$ cat src/rtl/demux41_pkg.sv
// Shared definitions for the 4:1 deserializer and its transmit-side partner.
// DEMUX41_PARITY_EN selects the 5-slot frame with a trailing even-parity slot.
package demux41_pkg;

`ifdef DEMUX41_PARITY_EN
  localparam int SLOTS  = 5;
  localparam int SLOT_W = 3;
`else
  localparam int SLOTS  = 4;
  localparam int SLOT_W = 2;
`endif

  localparam int WORD_W = 4;

  typedef enum logic {
    HUNT   = 1'b0,
    LOCKED = 1'b1
  } state_t;

  // Even parity: the parity bit makes the total count of ones even.
  function automatic logic even_parity(input logic [WORD_W-1:0] w);
    return ^w;
  endfunction

endpackage

$ cat src/rtl/demux41_deser_if.sv
// Link-side bundle of the deserializer: serial input, marker, slot index and word outputs.
// With DEMUX41_PARITY_EN the bundle also carries parity_slot.
interface demux41_deser_if;
  import demux41_pkg::*;

  logic              din;
  logic              sync;
  logic [1:0]        sel;
  logic [WORD_W-1:0] q;
  logic              valid;
  logic              err;
  logic              locked;
`ifdef DEMUX41_PARITY_EN
  logic              parity_slot;

  modport master (output din, output sync,
                  input sel, input q, input valid, input err, input locked, input parity_slot);
  modport slave  (input din, input sync,
                  output sel, output q, output valid, output err, output locked, output parity_slot);
`else
  modport master (output din, output sync,
                  input sel, input q, input valid, input err, input locked);
  modport slave  (input din, input sync,
                  output sel, output q, output valid, output err, output locked);
`endif

endinterface

$ cat src/rtl/demux41_deser_slot_prescaler.sv
// Slot-rate prescaler: cnt runs 0..DIV-1 and tick marks the last clock of each slot.
// Shared with the transmit mux so both ends step slots on the same clock.
module slot_prescaler #(
  parameter int DIV = 4
) (
  input  logic clk,
  input  logic rst,
  output logic tick
);

  localparam logic [7:0] LAST = 8'(DIV - 1);

  logic [7:0] cnt;

  always_ff @(posedge clk) begin
    if (rst) begin
      cnt <= 8'd0;
    end else if (cnt == LAST) begin
      cnt <= 8'd0;
    end else begin
      cnt <= cnt + 8'd1;
    end
  end

  assign tick = (cnt == LAST);

endmodule

$ cat src/rtl/demux41_deser.sv
// Receive end of the 4:1 time-multiplexed link: slot stepping, marker alignment, word rebuild.
// Define DEMUX41_PARITY_EN for a 5-slot frame whose last slot carries even parity.
module demux41_deser
  import demux41_pkg::*;
#(
  parameter int DIV = 4
) (
  input  logic           clk,
  input  logic           rst,
  demux41_deser_if.slave bus
);

  localparam logic [SLOT_W-1:0] LAST_SLOT = SLOT_W'(SLOTS - 1);
  localparam logic [SLOT_W-1:0] SLOT_ONE  = SLOT_W'(1);

  logic tick;

  state_t            state_q,  state_d;
  logic [SLOT_W-1:0] slot_q,   slot_d;
  logic [WORD_W-1:0] shadow_q, shadow_d;
  logic [WORD_W-1:0] q_q,      q_d;
  logic              valid_q,  valid_d;
  logic              err_q,    err_d;

  slot_prescaler #(.DIV(DIV)) u_prescaler (
    .clk  (clk),
    .rst  (rst),
    .tick (tick)
  );

  always_ff @(posedge clk) begin
    if (rst) begin
      state_q  <= HUNT;
      slot_q   <= '0;
      shadow_q <= '0;
      q_q      <= '0;
      valid_q  <= 1'b0;
      err_q    <= 1'b0;
    end else begin
      state_q  <= state_d;
      slot_q   <= slot_d;
      shadow_q <= shadow_d;
      q_q      <= q_d;
      valid_q  <= valid_d;
      err_q    <= err_d;
    end
  end

  // Everything advances only on slot ticks; valid/err fall back to 0 otherwise.
  always_comb begin
    state_d  = state_q;
    slot_d   = slot_q;
    shadow_d = shadow_q;
    q_d      = q_q;
    valid_d  = 1'b0;
    err_d    = 1'b0;

    if (tick) begin
      if (state_q == HUNT) begin
        if (bus.sync) begin
          shadow_d = {{(WORD_W-1){1'b0}}, bus.din};
          slot_d   = SLOT_ONE;
          state_d  = LOCKED;
        end
      end else if (slot_q == '0) begin
        if (bus.sync) begin
          shadow_d = {{(WORD_W-1){1'b0}}, bus.din};
          slot_d   = SLOT_ONE;
        end else begin
          err_d    = 1'b1;
          shadow_d = '0;
          slot_d   = '0;
          state_d  = HUNT;
        end
      end else if (bus.sync) begin
        // Early marker: drop the partial frame and restart with this sample as slot 0.
        err_d    = 1'b1;
        shadow_d = {{(WORD_W-1){1'b0}}, bus.din};
        slot_d   = SLOT_ONE;
`ifdef DEMUX41_PARITY_EN
      end else if (slot_q == LAST_SLOT) begin
        if (bus.din == even_parity(shadow_q)) begin
          q_d     = shadow_q;
          valid_d = 1'b1;
        end else begin
          err_d   = 1'b1;
        end
        shadow_d = '0;
        slot_d   = '0;
`else
      end else if (slot_q == LAST_SLOT) begin
        q_d      = {bus.din, shadow_q[WORD_W-2:0]};
        valid_d  = 1'b1;
        shadow_d = '0;
        slot_d   = '0;
`endif
      end else begin
        shadow_d[slot_q[1:0]] = bus.din;
        slot_d                = slot_q + SLOT_ONE;
      end
    end
  end

  assign bus.sel    = slot_q[1:0];
  assign bus.q      = q_q;
  assign bus.valid  = valid_q;
  assign bus.err    = err_q;
  assign bus.locked = (state_q == LOCKED);
`ifdef DEMUX41_PARITY_EN
  assign bus.parity_slot = (slot_q == 3'd4);
`endif

endmodule

$ cat src/flat_wrapper.sv
// flat-port wrapper written by rule: the top's interface ports become plain ports
module demux41_deser_flat import demux41_pkg::*;
#(
  parameter int DIV = 4
)
  (clk, rst, bus_din, bus_sync, bus_sel, bus_q, bus_valid, bus_err, bus_locked);
  demux41_deser_if bus_i ();
  input  logic clk;
  input  logic rst;
  input wire logic [$bits(bus_i.din)-1:0] bus_din;
  input wire logic [$bits(bus_i.sync)-1:0] bus_sync;
  output wire logic [$bits(bus_i.sel)-1:0] bus_sel;
  output wire logic [$bits(bus_i.q)-1:0] bus_q;
  output wire logic [$bits(bus_i.valid)-1:0] bus_valid;
  output wire logic [$bits(bus_i.err)-1:0] bus_err;
  output wire logic [$bits(bus_i.locked)-1:0] bus_locked;
  assign bus_i.din = bus_din;
  assign bus_i.sync = bus_sync;
  assign bus_sel = bus_i.sel;
  assign bus_q = bus_i.q;
  assign bus_valid = bus_i.valid;
  assign bus_err = bus_i.err;
  assign bus_locked = bus_i.locked;
  demux41_deser #(.DIV(DIV)) u_core (.clk(clk), .rst(rst), .bus(bus_i));
endmodule
$ cat config.mk
export PLATFORM = sky130hd
export DESIGN_NAME = demux41_deser_flat
export DESIGN_NICKNAME = d
export VERILOG_FILES = /design/src/rtl/demux41_pkg.sv /design/src/rtl/demux41_deser_if.sv /design/src/rtl/demux41_deser_slot_prescaler.sv /design/src/rtl/demux41_deser.sv /design/src/flat_wrapper.sv
export SDC_FILE = /design/constraint.sdc
export NUM_CORES = 1
export LEC_CHECK = 0
export CAP_MARGIN = 30
export CORE_UTILIZATION = 50
export DETAILED_ROUTE_END_ITERATION = 10
export PLACE_DENSITY = 0.73
export SLEW_MARGIN = 20
export SYNTH_ARGS = -nofsm -noshare
export SYNTH_HDL_FRONTEND = slang
export SYNTH_HIERARCHICAL = 1
export SYNTH_SLANG_ARGS = --single-unit
$ cat constraint.sdc
create_clock -name clk -period 6 [get_ports clk]
set_input_delay 1.2 -clock clk [delete_from_list [all_inputs] [get_ports clk]]
set_output_delay 1.2 -clock clk [all_outputs]
set_load 0.01 [all_outputs]
==> results of run 1 <==
layer usage:
metal / up-vias / part of all wire (%) / wire length [µm] / track usage [%]
li1: 400 / - / - / -
met1: 372 / 51 / 1020 / 28.7
met2: 9 / 46 / 907 / 32.8
met3: 4 / 2.0 / 40 / 3.85
met4: 0 / 1.2 / 24 / 10.3
met5: - / 0 / 0 / 0
registers in the layout (all words and copies together), names as in the netlist:
name,count
u_core/bus.err,1
u_core/bus.locked,1
u_core/bus.q,4
u_core/bus.sel,2
u_core/bus.valid,1
u_core/shadow_q,3
u_core/u_prescaler/cnt,8
power groups by stage:
stage	Clock [W]	Sequential [W]	Combinational (W)
floorplan	0	0.000143	0.0000205
global placement	0	0.000144	0.0000271
detailed placement	0	0.000144	0.0000281
CTS	0.0000797	0.000141	0.0000283
global route	0.0000856	0.000142	0.0000314
finish	0.0000775	0.000141	0.0000285
how the worst max path moves through the flow:
stage,slack (ns),cells after the start,end,start
floorplan,3.94,6,u_core/bus.q[0],bus_sync
global placement,3.25,6,u_core/bus.q[2],bus_sync
detailed placement,3.19,6,u_core/bus.q[0],bus_sync
CTS,3.31,1,bus_locked,u_core/bus.locked
global route,3.24,1,bus_locked,u_core/bus.locked
finish,3.33,1,bus_locked,u_core/bus.locked
cell usage in the layout (no fill, tap or decap), types with 2 or more instances in the layout:
cell type and instances:
or3_1 3, clkdlybuf4s50_1 12, a311oi_1 3, dfxtp_1 20, nand3_1 4, a2111oi_0 2, a21oi_1 4, nor4_1 2
a221o_1 2, nand2b_1 3, mux2i_1 4, o21ai_0 3, inv_1 8, nor2_1 12, ha_1 9, xor2_1 2
clkbuf_4 3, nand2_1 4
per-stage QoR:
| step | utilization, % | instances | hold WS [ns] | total power (W) |
|---|---|---|---|---|
| 6_report | 65.3 | 142 | 0.484 | 0.000247 |
| 5_1_grt | 65.3 | 142 | 0.521 | 0.000259 |
| 4_1_cts | 65.3 | 142 | 0.488 | 0.000249 |
| 3_5_place_dp | 63.3 | 138 | 0.462 | 0.000172 |
| 3_3_place_gp | 63.3 | 138 | 0.451 | 0.000171 |
| 2_1_floorplan | - | 104 | 0.433 | 0.000163 |
area by class of cell:
| class | instances | share of cell area (%) |
|---|---|---|
| clock buffers | 4 | 3.09 |
| inverters | 9 | 2.87 |
| multi-input cells | 71 | 46.5 |
| flip-flops and latches | 20 | 34.0 |
| well taps | 25 | 2.66 |
| repair buffers | 13 | 10.9 |
worst reg2reg max path, delay by kind of cell, from the launching register on:
kind,cells,cell delay [ns]
adder cells (fa/ha/maj),1,0.21
flip-flops,1,0.40
buffers and inverters,1,0.23
AO/OA/AOI/OAI,1,0.20
AND/OR/NAND/NOR,4,1.11
logic make-up after synthesis:
| group | after synthesis | synth area share (%) |
|---|---|---|
| fa+ha+maj | 9 | 11.2 |
| compound gates | 20 | 16.0 |
| xor+xnor | 3 | 2.61 |
| buf+inv | 13 | 5.96 |
| simple gates | 35 | 20.5 |
| flops | 20 | 39.8 |
| mux | 4 | 3.98 |
==> impl_metrics.py, run 1 <==
metrics = {
    "layout": {
        "nFillCells": 168,
        "drive_gt1_share_pct": 9.40,
        "fin_nets": 131,
        "seq_area_um2": 400,
        "antennaDiodeCount": 0,
        "design_area_um2": 1180,
        "syn_to_final_growth_pct": 16.8,
        "multi_input_comb_area_um2": 547,
    },
    "worst_setup_path": {
        "reg2reg_slack_ns": 3.80,
        "critical_path.reg2reg.startpoint": "u_core/u_prescaler/cnt[0]",
        "path_cells": "clkdlybuf4s50_1",
        "cp_slowest_cell": "clkdlybuf4s50_1",
        "cp_slowest_stage_delay_ns": 0.61,
        "worstReg2RegEnd": "u_core/shadow_q[2]",
        "critPathBufInv": 1,
        "crit_required_ns": 4.80,
        "cp-end-kind": "output pin",
        "path_class": "reg -> out",
        "crit_fanout": 10,
        "start_kind": "register",
        "cp.arrival_ns": 1.47,
        "crit_family": "buffers and inverters",
        "reg2reg_depth": 7,
    },
    "sta": {
        "setup_tns_ns": 0,
        "fin_crit_sh_pct": 44.6,
        "finalWorstSetupSlack_ns": 3.33,
        "drv_slew": 0,
        "fmax_mhz": 374,
        "rsz0062_at_grt": "no",
        "clock_skew_ns": 0.00553,
        "setup_viol": 0,
        "finalCriticalPeriod_ns": 2.67,
        "hold_violations": 0,
        "relSlewSlack_pct": 63.6,
        "tightestPinTransition_ns": 0.544,
    },
    "flow_run": {
        "cap_viol_max_count": 0,
    },
    "detailed_routing": {
        "dr.pass1.iters": 4,
        "initialDrtViolationCount": 8,
        "ant_nets": 0,
        "dr_total_vias": 785,
        "wire_per_inst_um": 14.0,
        "drc": 0,
        "avgViaCountPerCell": 5.53,
        "routed_wl_um": 1990,
    },
    "power": {
        "internal_power_w": 0.000186,
        "power_switching_w": 0.0000609,
        "p_sw_share_pct": 24.6,
        "pwr-share-seq_pct": 57.1,
        "peakVddDrop_mv": 0.132,
        "p_comb_share_pct": 11.5,
        "p_leak_nw": 0.480,
        "p_per_area_nw_per_um2": 210,
        "power_frac_clock_pct": 31.4,
    },
    "synthesis": {
        "synth-main-ff-cell": "dfxtp_1",
        "synth_top_area_share_pct": 39.8,
        "syn_area_per_cell_um2": 9.68,
        "async_flop_share_pct": 0,
        "synth-edff-count": 0,
        "synthTopCellsByCount": "dfxtp_1, nor2_1, ha_1, inv_1",
        "synth_cell_types": 33,
        "synth.net_count": 117,
        "yosys-top-cells-area": "dfxtp_1, ha_1, nor2_1",
        "ys_seq_elements": 20,
        "synth_top_area_cell": "dfxtp_1",
        "synth_most_common_cell": "dfxtp_1",
        "seq_area_frac_synth_pct": 39.8,
        "ys_warn_count": 6,
        "synth_area_um2": 1010,
        "synthCells": 104,
    },
    "floorplan": {
        "die_w_um": 46.9,
        "core-area_um2": 1800,
        "initial_core_util_pct": 55.9,
        "die_h_um": 46.9,
        "dieArea_um2": 2200,
        "num_rows": 15,
        "io_pins": 13,
    },
    "run_status": {
        "status": "complete, no violations",
    },
    "global_routing": {
        "grt_pass1_vias": 759,
        "overflow": 0,
        "grt_use_total_pct": 21.3,
        "antenna_found_initial": 0,
        "grt_pass1_wl_um": 3320,
        "grt_max_degree": 16,
    },
    "clock_network": {
        "hold_buffers": 0,
        "numCtsBuffers": 3,
        "clk_pin_slew_ns": 0.11,
        "clkLatencyLatePin_ns": 0.29,
        "post_cts_buffers": 0,
        "htree_levels": 1,
        "clk_path_buf_depth": 2,
        "clock_sink_count": 20,
        "cts_tree": "done",
        "cts_resized": 0,
        "cts-root-buf": "clkbuf_4",
    },
    "worst_hold_path": {
        "whs_endpoint": "u_core/u_prescaler/cnt[0]",
        "hp-class": "reg -> reg",
        "hold_start": "u_core/u_prescaler/cnt[0]",
        "holdPathStages": 1,
    },
    "place": {
        "pre_cts_ws_ns": 3.19,
        "place.port_buffers": 12,
        "gp_congestion": 0.764,
        "dp_hpwl_um": 1460,
        "place_area_um2": 1140,
    },
}
Note: power is estimated with default switching activity, not from simulation.
==> inputs of run 2 (changes only) <==
--- a/config.mk
+++ b/config.mk
@@ -6,9 +6,9 @@
 export NUM_CORES = 1
 export LEC_CHECK = 0
 export CAP_MARGIN = 30
-export CORE_UTILIZATION = 50
+export CORE_UTILIZATION = 48
 export DETAILED_ROUTE_END_ITERATION = 10
-export PLACE_DENSITY = 0.73
+export PLACE_DENSITY = 0.74
 export SLEW_MARGIN = 20
 export SYNTH_ARGS = -nofsm -noshare
 export SYNTH_HDL_FRONTEND = slang
==> constraint.sdc (replaced) <==
create_clock -name clk -period 2.4 [get_ports clk]
set_input_delay 0.48 -clock clk [delete_from_list [all_inputs] [get_ports clk]]
set_output_delay 0.48 -clock clk [all_outputs]
set_load 0.01 [all_outputs]
==> run 2 against run 1 <==
Largest power group unchanged. Critical path depth grew 6. Core utilization down 4.4 points. Flip-flop and latch count did not move. Worst hold slack barely moved.
==> impl_metrics.py, run 2 (same netlist as run 1, synthesis figures left out) <==
metrics = {
    "worst_setup_path": {
        "path_class": "reg -> reg",
        "worstReg2RegEnd": "u_core/shadow_q[1]",
        "cp-end-kind": "register",
        "reg2reg_depth": 7,
        "reg2reg_slack_ns": 0.29,
        "crit_required_ns": 2.64,
        "crit_end": "u_core/shadow_q[1]",
        "critical_path.reg2reg.startpoint": "u_core/u_prescaler/cnt[0]",
        "start_kind": "register",
        "cp-startpoint": "u_core/u_prescaler/cnt[0]",
        "cp.arrival_ns": 2.35,
        "crit_fanout": 11,
    },
    "floorplan": {
        "initial_core_util_pct": 51.3,
        "die_w_um": 47.8,
        "io_pins": 13,
        "core-area_um2": 1960,
        "dieArea_um2": 2290,
        "num_rows": 16,
        "die_h_um": 47.8,
    },
    "layout": {
        "final_common_cell": "dfxtp_1",
        "mostFrequentLayoutCells": "dfxtp_1, clkdlybuf4s50_1, nor2_1, ha_1, inv_1",
        "regMostFlops": "u_core/u_prescaler/cnt",
        "largest_reg_flops": 8,
        "syn_to_final_growth_pct": 18.5,
        "design_area_um2": 1190,
        "drive_gt1_share_pct": 10.9,
        "fin_nets": 133,
        "antennaDiodeCount": 0,
    },
    "clock_network": {
        "clk_path_buf_depth": 2,
        "cts_tree": "done",
        "clkLatencyLatePin_ns": 0.29,
        "post_cts_buffers": 0,
        "cts_resized": 0,
        "numCtsBuffers": 3,
        "cts-root-buf": "clkbuf_4",
        "clk_pin_slew_ns": 0.11,
        "clock_sink_count": 20,
        "htree_levels": 1,
        "hold_buffers": 0,
    },
    "sta": {
        "rsz0062_at_grt": "no",
        "setup_viol": 0,
        "drv_slew": 0,
        "clock_skew_ns": 0.00505,
        "setup_tns_ns": 0,
        "tightestPinTransition_ns": 0.493,
        "relSlewSlack_pct": 67.0,
        "finalCriticalPeriod_ns": 2.11,
        "whs_ns": 0.484,
        "fin_crit_sh_pct": 87.9,
        "hold_violations": 0,
        "fmax_mhz": 474,
    },
    "place": {
        "place.port_buffers": 12,
        "gp_congestion": 0.757,
        "dp_hpwl_um": 1380,
        "place_area_um2": 1160,
    },
    "worst_hold_path": {
        "hp-class": "reg -> reg",
    },
    "detailed_routing": {
        "avgViaCountPerCell": 5.37,
        "dr.pass1.iters": 4,
        "met1_length_um": 933,
        "dr_total_vias": 784,
        "wire_per_inst_um": 13.0,
        "top_layer_used": "met4",
        "wl_met3_um": 46,
        "routed_wl_um": 1900,
        "drc": 0,
        "initialDrtViolationCount": 6,
        "route.met2.wl_um": 898,
        "ant_nets": 0,
    },
    "global_routing": {
        "grt_pass1_wl_um": 2820,
        "antenna_found_initial": 0,
        "overflow": 0,
        "grt_use_total_pct": 18.1,
        "grt_pass1_vias": 642,
        "grt_max_degree": 15,
    },
    "power": {
        "p_per_area_nw_per_um2": 514,
        "p_leak_nw": 0.490,
        "peakVddDrop_mv": 0.252,
    },
    "run_status": {
        "status": "complete, no violations",
    },
    "flow_run": {
        "cap_viol_max_count": 0,
    },
}
-- run 2: cell count changes in the layout (fill, tap and decap cells not counted) --
cell   before  now
buf_4       1    3
-- run 2: cell type report --
type,count,area [µm²]
Sequential cell,20,400
Clock buffer,4,36.3
Timing Repair Buffer,15,143
Multi-Input combinational cell,71,547
Inverter,9,33.8
Fill cell,185,768
Tap cell,27,33.8
-- run 2: layer usage --
metal  GRT usage, %  up-vias
li1               -      401
met1           25.2      371
met2           27.8       10
met3           3.40        2
met4           6.67        0
met5              0        -
-- run 2: critical path, stage by stage, from the launching register on --
cell and delay [ns]:
dfxtp_1 0.39, ha_1 0.19, or4b_4 0.48, nor4_1 0.18
buf_4 0.22, nand2_2 0.10, nor4bb_4 0.30, a221o_1 0.18
-- run 2: worst min-delay path by stage --
stage / slack, ns / end / from / depth (start not counted)
final: 0.48 / u_core/u_prescaler/cnt[0] / u_core/u_prescaler/cnt[0] / 1
after global routing: 0.53 / u_core/u_prescaler/cnt[0] / u_core/u_prescaler/cnt[0] / 1
after CTS: 0.50 / u_core/u_prescaler/cnt[0] / u_core/u_prescaler/cnt[0] / 1
after detailed placement: 0.47 / u_core/u_prescaler/cnt[0] / u_core/u_prescaler/cnt[0] / 1
after global placement: 0.45 / u_core/u_prescaler/cnt[0] / u_core/u_prescaler/cnt[0] / 1
after floorplan: 0.43 / u_core/u_prescaler/cnt[0] / u_core/u_prescaler/cnt[0] / 1
-- run 2: report_power, final --
part           internal, W  switching, W
sequential        0.000340     0.0000114
clock            0.0000923     0.0000965
combinational    0.0000346     0.0000386
-- run 2: stage by stage --
| step | power [W] | setup slack (ns) | cells | utilization (%) |
|---|---|---|---|---|
| 3_3_place_gp | 0.000428 | 0.361 | 142 | 59.0 |
| 2_1_floorplan | 0.000408 | 0.358 | 104 | - |
| 4_1_cts | 0.000625 | 0.290 | 146 | 60.8 |
| 6_report | 0.000614 | 0.290 | 146 | 60.8 |
| 5_1_grt | 0.000643 | 0.0890 | 146 | 60.8 |
| 3_5_place_dp | 0.000431 | 0.326 | 142 | 59.0 |
